--- src/rtl/counter_arbiter_pkg.sv ---
// Shared types and constants for the counter arbiter: FSM encoding,
// channel identifiers and the default burst-length width.
package counter_arbiter_pkg;

  typedef enum logic [1:0] {
    ST_IDLE  = 2'd0,
    ST_CLEAR = 2'd1,
    ST_RUN   = 2'd2,
    ST_DONE  = 2'd3
  } state_e;

  localparam logic CH0 = 1'b0;
  localparam logic CH1 = 1'b1;

  localparam int CNT_W_DEFAULT = 8;

endpackage

--- src/rtl/counter_arbiter_rr_arb2.sv ---
// Combinational two-way round-robin pick: a lone request wins outright,
// a tie goes to the channel that was not served last.
module rr_arb2
  import counter_arbiter_pkg::*;
(
  input  logic Req0,
  input  logic Req1,
  input  logic Last,
  output logic Valid,
  output logic Gch
);

  always_comb begin
    Valid = Req0 | Req1;
    Gch   = CH0;
    if (Req0 && Req1) begin
      Gch = ~Last;
    end else if (Req1) begin
      Gch = CH1;
    end
  end

endmodule

--- src/rtl/counter_arbiter.sv ---
// Grants counted bursts on a shared dual-channel event counter to two
// requesters and sequences counter clears; every output is a flop.
module counter_arbiter
  import counter_arbiter_pkg::*;
#(
  parameter int CNT_W = CNT_W_DEFAULT
) (
  input  logic             Clk,
  input  logic             Reset,
  input  logic             Req0,
  input  logic [CNT_W-1:0] Len0,
  input  logic             Req1,
  input  logic [CNT_W-1:0] Len1,
  input  logic             Clr,
  output logic             Ack0,
  output logic             Ack1,
  output logic             ClrAck,
  output logic             CtrEn,
  output logic             CtrSlt,
  output logic             CtrReset,
  output logic             Busy
);

  state_e           state_q, state_d;
  logic [CNT_W-1:0] remain_q, remain_d;
  logic             last_q, last_d;
  logic             gch_q, gch_d;
  logic             ack0_q, ack0_d;
  logic             ack1_q, ack1_d;
  logic             clr_ack_q, clr_ack_d;
  logic             ctr_en_q, ctr_en_d;
  logic             ctr_slt_q, ctr_slt_d;
  logic             ctr_reset_q, ctr_reset_d;
  logic             busy_q, busy_d;

  logic             arb_valid;
  logic             arb_gch;
  logic [CNT_W-1:0] len_sel;

  rr_arb2 u_rr_arb2 (
    .Req0  (Req0),
    .Req1  (Req1),
    .Last  (last_q),
    .Valid (arb_valid),
    .Gch   (arb_gch)
  );

  // Next-state logic; Clr outranks requests but is only looked at in IDLE,
  // so a clear never cuts a burst short.
  always_comb begin
    state_d  = state_q;
    remain_d = remain_q;
    last_d   = last_q;
    gch_d    = gch_q;
    len_sel  = '0;
    case (state_q)
      ST_IDLE: begin
        if (Clr) begin
          state_d = ST_CLEAR;
        end else if (arb_valid) begin
          gch_d   = arb_gch;
          len_sel = (arb_gch == CH1) ? Len1 : Len0;
          if (len_sel != '0) begin
            remain_d = len_sel;
            state_d  = ST_RUN;
          end else begin
            state_d = ST_DONE;
          end
        end
      end
      ST_CLEAR: state_d = ST_IDLE;
      ST_RUN: begin
        remain_d = remain_q - CNT_W'(1);
        if (remain_q == CNT_W'(1)) begin
          state_d = ST_DONE;
        end
      end
      ST_DONE: begin
        last_d  = gch_q;
        state_d = ST_IDLE;
      end
      default: state_d = ST_IDLE;
    endcase
  end

  // Outputs are decoded from the next state so they line up with the state
  // they describe once registered.
  always_comb begin
    ctr_en_d    = (state_d == ST_RUN);
    ctr_slt_d   = (state_d == ST_RUN) ? gch_d : ctr_slt_q;
    ctr_reset_d = (state_d == ST_CLEAR);
    clr_ack_d   = (state_d == ST_CLEAR);
    ack0_d      = (state_d == ST_DONE) && (gch_d == CH0);
    ack1_d      = (state_d == ST_DONE) && (gch_d == CH1);
    busy_d      = (state_d != ST_IDLE);
  end

  always_ff @(posedge Clk or negedge Reset) begin
    if (!Reset) begin
      state_q     <= ST_IDLE;
      remain_q    <= '0;
      last_q      <= CH1;
      gch_q       <= CH0;
      ack0_q      <= 1'b0;
      ack1_q      <= 1'b0;
      clr_ack_q   <= 1'b0;
      ctr_en_q    <= 1'b0;
      ctr_slt_q   <= 1'b0;
      ctr_reset_q <= 1'b0;
      busy_q      <= 1'b0;
    end else begin
      state_q     <= state_d;
      remain_q    <= remain_d;
      last_q      <= last_d;
      gch_q       <= gch_d;
      ack0_q      <= ack0_d;
      ack1_q      <= ack1_d;
      clr_ack_q   <= clr_ack_d;
      ctr_en_q    <= ctr_en_d;
      ctr_slt_q   <= ctr_slt_d;
      ctr_reset_q <= ctr_reset_d;
      busy_q      <= busy_d;
    end
  end

  assign Ack0     = ack0_q;
  assign Ack1     = ack1_q;
  assign ClrAck   = clr_ack_q;
  assign CtrEn    = ctr_en_q;
  assign CtrSlt   = ctr_slt_q;
  assign CtrReset = ctr_reset_q;
  assign Busy     = busy_q;

endmodule

--- config.mk ---
export PLATFORM = sky130hd
export DESIGN_NAME = counter_arbiter
export DESIGN_NICKNAME = d
export VERILOG_FILES = /design/src/rtl/counter_arbiter_pkg.sv /design/src/rtl/counter_arbiter_rr_arb2.sv /design/src/rtl/counter_arbiter.sv
export SDC_FILE = /design/constraint.sdc
export NUM_CORES = 1
export LEC_CHECK = 0
export BUFFER_PORTS_ARGS = -buffer_cell sky130_fd_sc_hd__buf_2
export CAP_MARGIN = 20
export CORE_AREA = 5 5 50 52
export DETAILED_ROUTE_END_ITERATION = 16
export DIE_AREA = 0 0 55 57
export PLACE_DENSITY = 0.79
export SYNTH_ARGS = -nofsm -noshare
export SYNTH_HDL_FRONTEND = slang
export SYNTH_HIERARCHICAL = 1
export SYNTH_SLANG_ARGS = --single-unit
--- constraint.sdc ---
create_clock -name Clk -period 5.65 [get_ports Clk]
set_input_delay 0.8475 -clock Clk [delete_from_list [all_inputs] [get_ports Clk]]
set_output_delay 0.8475 -clock Clk [all_outputs]
set_load 0.01 [all_outputs]
# Word-level counts from Yosys, hierarchy flattened
# Index checks and enable logic that the tools add are counted.
[op_classes] n_addsub=1 mux=15 eq_ne=10 n_reduce_logical=9 n_bitwise=3
[op_table] operator="8-bit 2-to-1 mux" n=4
[op_table] operator="8-bit one-hot mux with 2 select lines" n=1
[op_table] operator="2-bit == test, second input constant" n=4
[op_table] operator="8-bit by 1-bit == test with 1-bit output, second input constant" n=1
[op_table] operator="8-bit nonzero test" n=1
[op_table] operator="8-bit by 1-bit subtractor with 8-bit output, second input constant" n=1
[op_table] operator="1-bit 2-to-1 mux" n=6
[op_table] operator="2-bit 2-to-1 mux" n=3
[op_table] operator="2-bit inequality test, second input constant" n=3
[op_table] operator="2-bit one-hot mux with 3 select lines" n=1
[op_table] operator="2-bit by 1-bit == test with 1-bit output, second input constant" n=2
[op_table] operator="4-bit AND reduction" n=1
[op_table] operator="2-bit nonzero test" n=2
[op_table] operator="1-bit logical AND" n=3
[op_table] operator="2-bit zero test" n=1
[op_table] operator="1-bit NOT" n=2
[op_table] operator="2-bit OR reduction" n=1
[op_table] operator="1-bit OR" n=1
[totals] reg_bits=18 output_inout_bits=7 wordCells=48

# Longest topological paths before layout
[logic_depth] depth_word=10 ltp_mapped=7 depth_no_buf=7

# Cells and area by module
# The synthesis kept the hierarchy.
[modules_own_cells] mod="counter_arbiter" cells_per_inst=102 area_per_inst_um2=1002.2 seq_area_each_um2=451.7 n_inst=1
[modules_own_cells] mod="rr_arb2" cells_per_inst=2 area_per_inst_um2=13.8 seq_area_each_um2=0.0 n_inst=1

# Least setup slack after synthesis
# No wires, ideal clock.
[synth_timing] kind="input-to-reg" start="input Req1" end="register ctr_slt_q, in the netlist CtrSlt" path_slack_ps=3245 n_path_buf=0 arrival_time_ps=2280 cell_stages=6 setup_ps=125 cell_sequence="a21boi_1 > or4b_1 > o22a_1 > nor2_4 > a31oi_2 > mux2_4"
[synth_via] elab_chain_len=9
[synth_rtl] item="start, declared" line="counter_arbiter.sv:12" source="input logic Req1,"
[synth_rtl] item="1-bit 2-to-1 mux / 1-bit logical AND (equally long branches)" line="counter_arbiter_rr_arb2.sv:18, counter_arbiter_rr_arb2.sv:16"
[synth_rtl] item="1-bit 2-to-1 mux" line="counter_arbiter_rr_arb2.sv:16" source="if (Req0 && Req1) begin"
[synth_rtl] item="8-bit 2-to-1 mux" line="counter_arbiter.sv:62" source="len_sel = (arb_gch == CH1) ? Len1 : Len0;"
[synth_rtl] item="8-bit nonzero test" line="counter_arbiter.sv:63" source="if (len_sel != '0) begin"
[synth_rtl] item="1-bit 2-to-1 mux" line="counter_arbiter.sv:63"
[synth_rtl] item="2-bit 2-to-1 mux *" line="counter_arbiter.sv:60" source="end else if (arb_valid) begin"
[synth_rtl] item="2-bit 2-to-1 mux *" line="counter_arbiter.sv:58" source="if (Clr) begin"
[synth_rtl] item="2-bit one-hot mux with 3 select lines *" line="counter_arbiter.sv:56" source="case (state_q)"
[synth_rtl] item="2-bit == test *"
[synth_rtl] item="net ctr_en_d" line="counter_arbiter.sv:31" source="logic ctr_en_q, ctr_en_d;"
[synth_rtl] item="end signal, assigned" line="counter_arbiter.sv:120" source="ctr_slt_q <= ctr_slt_d;"
[synth_rtl] item="end, declared" line="counter_arbiter.sv:32" source="logic ctr_slt_q, ctr_slt_d;"
# The timed path passes the listed nets; every way through them passes the cells marked *.
# A chain may end at the register's enable or synchronous reset.

# Worst setup path in the final report
[layout_timing] start="input Req1" end="register ctr_slt_q, in the netlist CtrSlt"
[layout_via] elab_chain_len=9
[layout_rtl] item="1-bit 2-to-1 mux / 1-bit logical AND (equally long branches)" line="counter_arbiter_rr_arb2.sv:18, counter_arbiter_rr_arb2.sv:16"
[layout_rtl] item="1-bit 2-to-1 mux *" line="counter_arbiter_rr_arb2.sv:16"
[layout_rtl] item="net arb_gch" line="counter_arbiter.sv:37" source="logic arb_gch;"
[layout_rtl] item="8-bit 2-to-1 mux *" line="counter_arbiter.sv:62"
[layout_rtl] item="8-bit nonzero test *" line="counter_arbiter.sv:63"
[layout_rtl] item="1-bit 2-to-1 mux *" line="counter_arbiter.sv:63"
[layout_rtl] item="2-bit 2-to-1 mux *" line="counter_arbiter.sv:60"
[layout_rtl] item="2-bit 2-to-1 mux *" line="counter_arbiter.sv:58"
[layout_rtl] item="2-bit one-hot mux with 3 select lines *" line="counter_arbiter.sv:56"
[layout_rtl] item="2-bit == test *"
[layout_rtl] item="net ctr_en_d" line="counter_arbiter.sv:31"
# Marked as above.

==> results.txt <==
The minimum hold slack is 0.470 ns. The via count normalized by instance count is 5.61. The CTS buffer count came out at 3. The number of antenna violations at the first check in global routing came to 0. The total power divided by cell area came out at 462 mW/mm². The maximum number of pins on one net before global-route repair came out at 19.

Cells with a size suffix above 1 make up 28.4% of the layout. The static power due to leakage is 0.586 nW. Static timing analysis puts the maximum clock frequency at 405 MHz. In the final layout, flip-flops and latches occupy 452 µm². The starting DRC count in detailed routing is 19. The number of nets still failing antenna checks after routing is 0. The total I/O pin count came out at 28. The post-cts repair resize count is 0. The detailed-routing iteration count for the pre-antenna-repair pass came out at 5. The share of the clock period used by the worst path after layout is 43.7%. The sequential cell fraction of total power is 41.9%. The share of power burned in the clock network came out at 13.9%. The number of max-slew violations in the final report is 0. The slew of the pin with the lowest slew margin came out at 0.613 ns. The DRC violation count after routing came out at 0.

Counting every net in the synthesized netlist gives 127. The final wirelength came out at 2250 µm. Combinational logic is responsible for 44.2% of the overall power. In this run the number of H-tree levels came out at 1.

The routed length per placed instance came out at 13.9 µm. The final hold violation count came to 0. The post-place instance area is 0.00117 mm². The number of global-route vias before repair came out at 892. TritonCTS built the clock tree. The count of mapped cells out of synthesis came out at 104. The maximum resistive drop on vdd came out at 0.000302 V. STA classifies the critical path endpoint as a flip-flop. The number of buffers inserted by port buffering came out at 27. The number of endpoints failing setup at the final stage came out at 0. In this run the worst path has a maximum fanout of 11. Data arrives at the worst endpoint at 2.66 ns. The average footprint of a synthesized cell came out at 9.77 µm².

The number of nets in the layout came out at 158. STA puts the critical path data required time at 5.84 ns. The count of state elements after synthesis came out at 18. The flow ran to the end, and the final reports show no timing, DRC or antenna violations.

Summing all multi-input logic gate instances after layout gives 537 µm². The number of hold buffers added after CTS is 0. The die is 55 µm wide. The number of clock sinks is 18. The number of buffers added for setup after CTS is 0. The count of filler cells inserted in the layout is 193.

The first global-routing pass estimated 3640 µm of wire. The worst path needs 2.47 ns of the cycle, external delays included. The total of warnings raised by yosys came out at 6. The worst setup path is of the input port to flip-flop kind.

Setup repair after global routing left no endpoint under its margin. The worst clock skew came out at 0.00133 ns. The tree is rooted in a sky130_fd_sc_hd__clkbuf_4. The longest clock path from root to sink contains 2 buffers. The initial utilization of the core area, before any placement, comes to 49.2%. The cell area after layout came out at 0.00122 mm².

The path class of the tightest hold or removal check is input port to async pin. Row generation in the floorplan step produced 17 rows. The worst max-slew margin expressed relative to the limit came out at 59.1%.

The net switching power figure came out at 0.000224 W. The total inserted antenna cells is 0. The final estimated routing congestion in global placement came out at 0.747. The total negative setup slack came out at 0 ns. The number of different library cells in the post-synthesis netlist came out at 39. The total via count in the routed design is 909. The floorplan die height is 57 µm. The total overflow reported by the global router came out at 0.

The die covers 0.00314 mm². The synthesized area came out at 0.00102 mm². The insertion delay to the later sink of the worst-skew pair is 0.29 ns. STA classifies the critical path startpoint as an input port.

The layout-stage area growth over the synthesis result is 19.8%. The number of violations of the max-capacitance limit is 0. The core region area came out at 0.00206 mm². The proportion of total power due to net switching is 39.8%. The internal power component came out at 0.000339 W. The clock slew at the register clock pins of the worst setup and hold paths came out at 0.10 ns. The global-route total usage across every layer came out at 15.7%. The part of the Yosys area used for sequential elements is 44.5%.

Detailed placement ended at an HPWL of 1790 µm.
-- critical path, cell delays in order --
cell	delay, ns
sky130_fd_sc_hd__buf_2	0.10
sky130_fd_sc_hd__a21boi_1	0.15
sky130_fd_sc_hd__buf_4	0.20
sky130_fd_sc_hd__or4_1	0.52
sky130_fd_sc_hd__o22a_1	0.25
sky130_fd_sc_hd__nor2_4	0.15
sky130_fd_sc_hd__a31oi_2	0.12
sky130_fd_sc_hd__mux2_4	0.31
-- registers in the layout, summed over array words and instances, names as in the netlist --
register,flops
Busy,1
gch_q,1
CtrReset,1
Ack0,1
last_q,1
Ack1,1
CtrSlt,1
state_q,2
remain_q,8
CtrEn,1
-- cells by family after synthesis --
kind of cell,synth area share (%)
and+or+nand+nor,22.2
buffers and inverters,2.71
AOI/OAI and AO/OA,16.0
DFF,44.5
xor gates and xnor gates,1.72
muxes,10.5
adders and majority gates,2.46
-- through the flow --
step                      cells  utilization [%]  power [W]  setup WS (ns)
after floorplan             104                -   0.000413           3.25
after global routing        162             59.0   0.000610           3.09
after CTS                   161             58.6   0.000565           2.64
after detailed placement    157             56.9   0.000484           2.32
final                       162             59.0   0.000562           3.18
after global placement      157             56.9   0.000476           2.45
-- layer usage --
layer,up-vias,share of wire (%),GRT usage (%)
met4,0,0,2.43
met1,451,41,17.6
met5,-,0,0
met3,0,5.4,5.74
li1,439,-,-
met2,19,54,28.2
-- layout make-up --
type / count / area share, %
clock buffer: 4 / 2.98
inverter: 4 / 1.23
multi-input combinational: 80 / 44.1
sequential: 18 / 37.1
tap: 28 / 2.88
timing repair buffer: 28 / 11.7
-- power groups by stage --
stage | Combinational [W] | Sequential [W] | Clock, W
after floorplan | 0.000180 | 0.000233 | 0
final | 0.000249 | 0.000236 | 0.0000780
after global routing | 0.000279 | 0.000245 | 0.0000863
after CTS | 0.000249 | 0.000234 | 0.0000824
after detailed placement | 0.000248 | 0.000236 | 0
after global placement | 0.000241 | 0.000235 | 0
-- Yosys cell counts --
master	number	area, µm²
sky130_fd_sc_hd__inv_1	4	15.0
sky130_fd_sc_hd__o21ai_1	5	25.0
sky130_fd_sc_hd__nor2_4	1	11.3
sky130_fd_sc_hd__o21bai_1	1	7.51
sky130_fd_sc_hd__dfrtp_1	17	425
sky130_fd_sc_hd__or2_1	2	12.5
sky130_fd_sc_hd__o21ai_2	1	8.76
sky130_fd_sc_hd__or4b_1	1	10.0
sky130_fd_sc_hd__nand3_1	2	10.0
sky130_fd_sc_hd__a22oi_1	3	22.5
sky130_fd_sc_hd__a31oi_1	3	18.8
sky130_fd_sc_hd__nor4_1	2	12.5
sky130_fd_sc_hd__a311oi_1	1	8.76
sky130_fd_sc_hd__or4_1	1	7.51
sky130_fd_sc_hd__nand2_1	12	45.0
sky130_fd_sc_hd__xor2_1	1	8.76
sky130_fd_sc_hd__buf_4	1	7.51
sky130_fd_sc_hd__o21ai_0	1	5.00
sky130_fd_sc_hd__o22a_1	1	8.76
sky130_fd_sc_hd__a21o_1	2	15.0
sky130_fd_sc_hd__mux2i_1	8	80.1
sky130_fd_sc_hd__ha_1	2	25.0
sky130_fd_sc_hd__nand3b_1	1	7.51
sky130_fd_sc_hd__xnor2_1	1	8.76
sky130_fd_sc_hd__nor2_1	8	30.0
sky130_fd_sc_hd__buf_2	1	5.00
sky130_fd_sc_hd__mux2_2	1	11.3
sky130_fd_sc_hd__a31oi_2	1	12.5
sky130_fd_sc_hd__nor3_1	5	25.0
sky130_fd_sc_hd__and2_1	3	18.8
sky130_fd_sc_hd__mux2_4	1	15.0
sky130_fd_sc_hd__a221o_1	1	10.0
sky130_fd_sc_hd__nor3b_1	1	7.51
sky130_fd_sc_hd__o22ai_1	2	12.5
sky130_fd_sc_hd__nor2b_1	2	12.5
sky130_fd_sc_hd__dfstp_2	1	26.3
sky130_fd_sc_hd__nand2b_1	1	6.26
sky130_fd_sc_hd__and4_1	1	8.76
sky130_fd_sc_hd__a21boi_1	1	7.51
-- layout by cell type (no fill, tap or decap), types with 2 or more instances in the layout --
cell                       instances
sky130_fd_sc_hd__nor2b_1           2
sky130_fd_sc_hd__mux2i_1           8
sky130_fd_sc_hd__or2_1             2
sky130_fd_sc_hd__o21ai_1           5
sky130_fd_sc_hd__and2_1            3
sky130_fd_sc_hd__clkbuf_4          3
sky130_fd_sc_hd__nor2_1            8
sky130_fd_sc_hd__a22oi_1           3
sky130_fd_sc_hd__nand2_1          12
sky130_fd_sc_hd__dfrtp_1          17
sky130_fd_sc_hd__inv_1             4
sky130_fd_sc_hd__nand3_1           2
sky130_fd_sc_hd__o22ai_1           2
sky130_fd_sc_hd__a31oi_1           3
sky130_fd_sc_hd__buf_2            27
sky130_fd_sc_hd__a21o_1            2
sky130_fd_sc_hd__nor3_1            5
sky130_fd_sc_hd__ha_1              2
sky130_fd_sc_hd__nor4_1            2
-- path summary, 6_finish.rpt --
check	cells past startpoint	slack (ns)	start	end
worst max-delay path	8	3.18	Req1	CtrSlt
worst min-delay path	1	0.47	Reset	CtrEn
worst max register to register	7	3.34	last_q	CtrSlt
worst min register to register	1	0.49	remain_q[6]	remain_q[6]
max in group asynchronous	1	4.86	Reset	last_q
min in group Clk	1	0.49	remain_q[6]	remain_q[6]
Note: power is estimated with default switching activity, not from simulation.
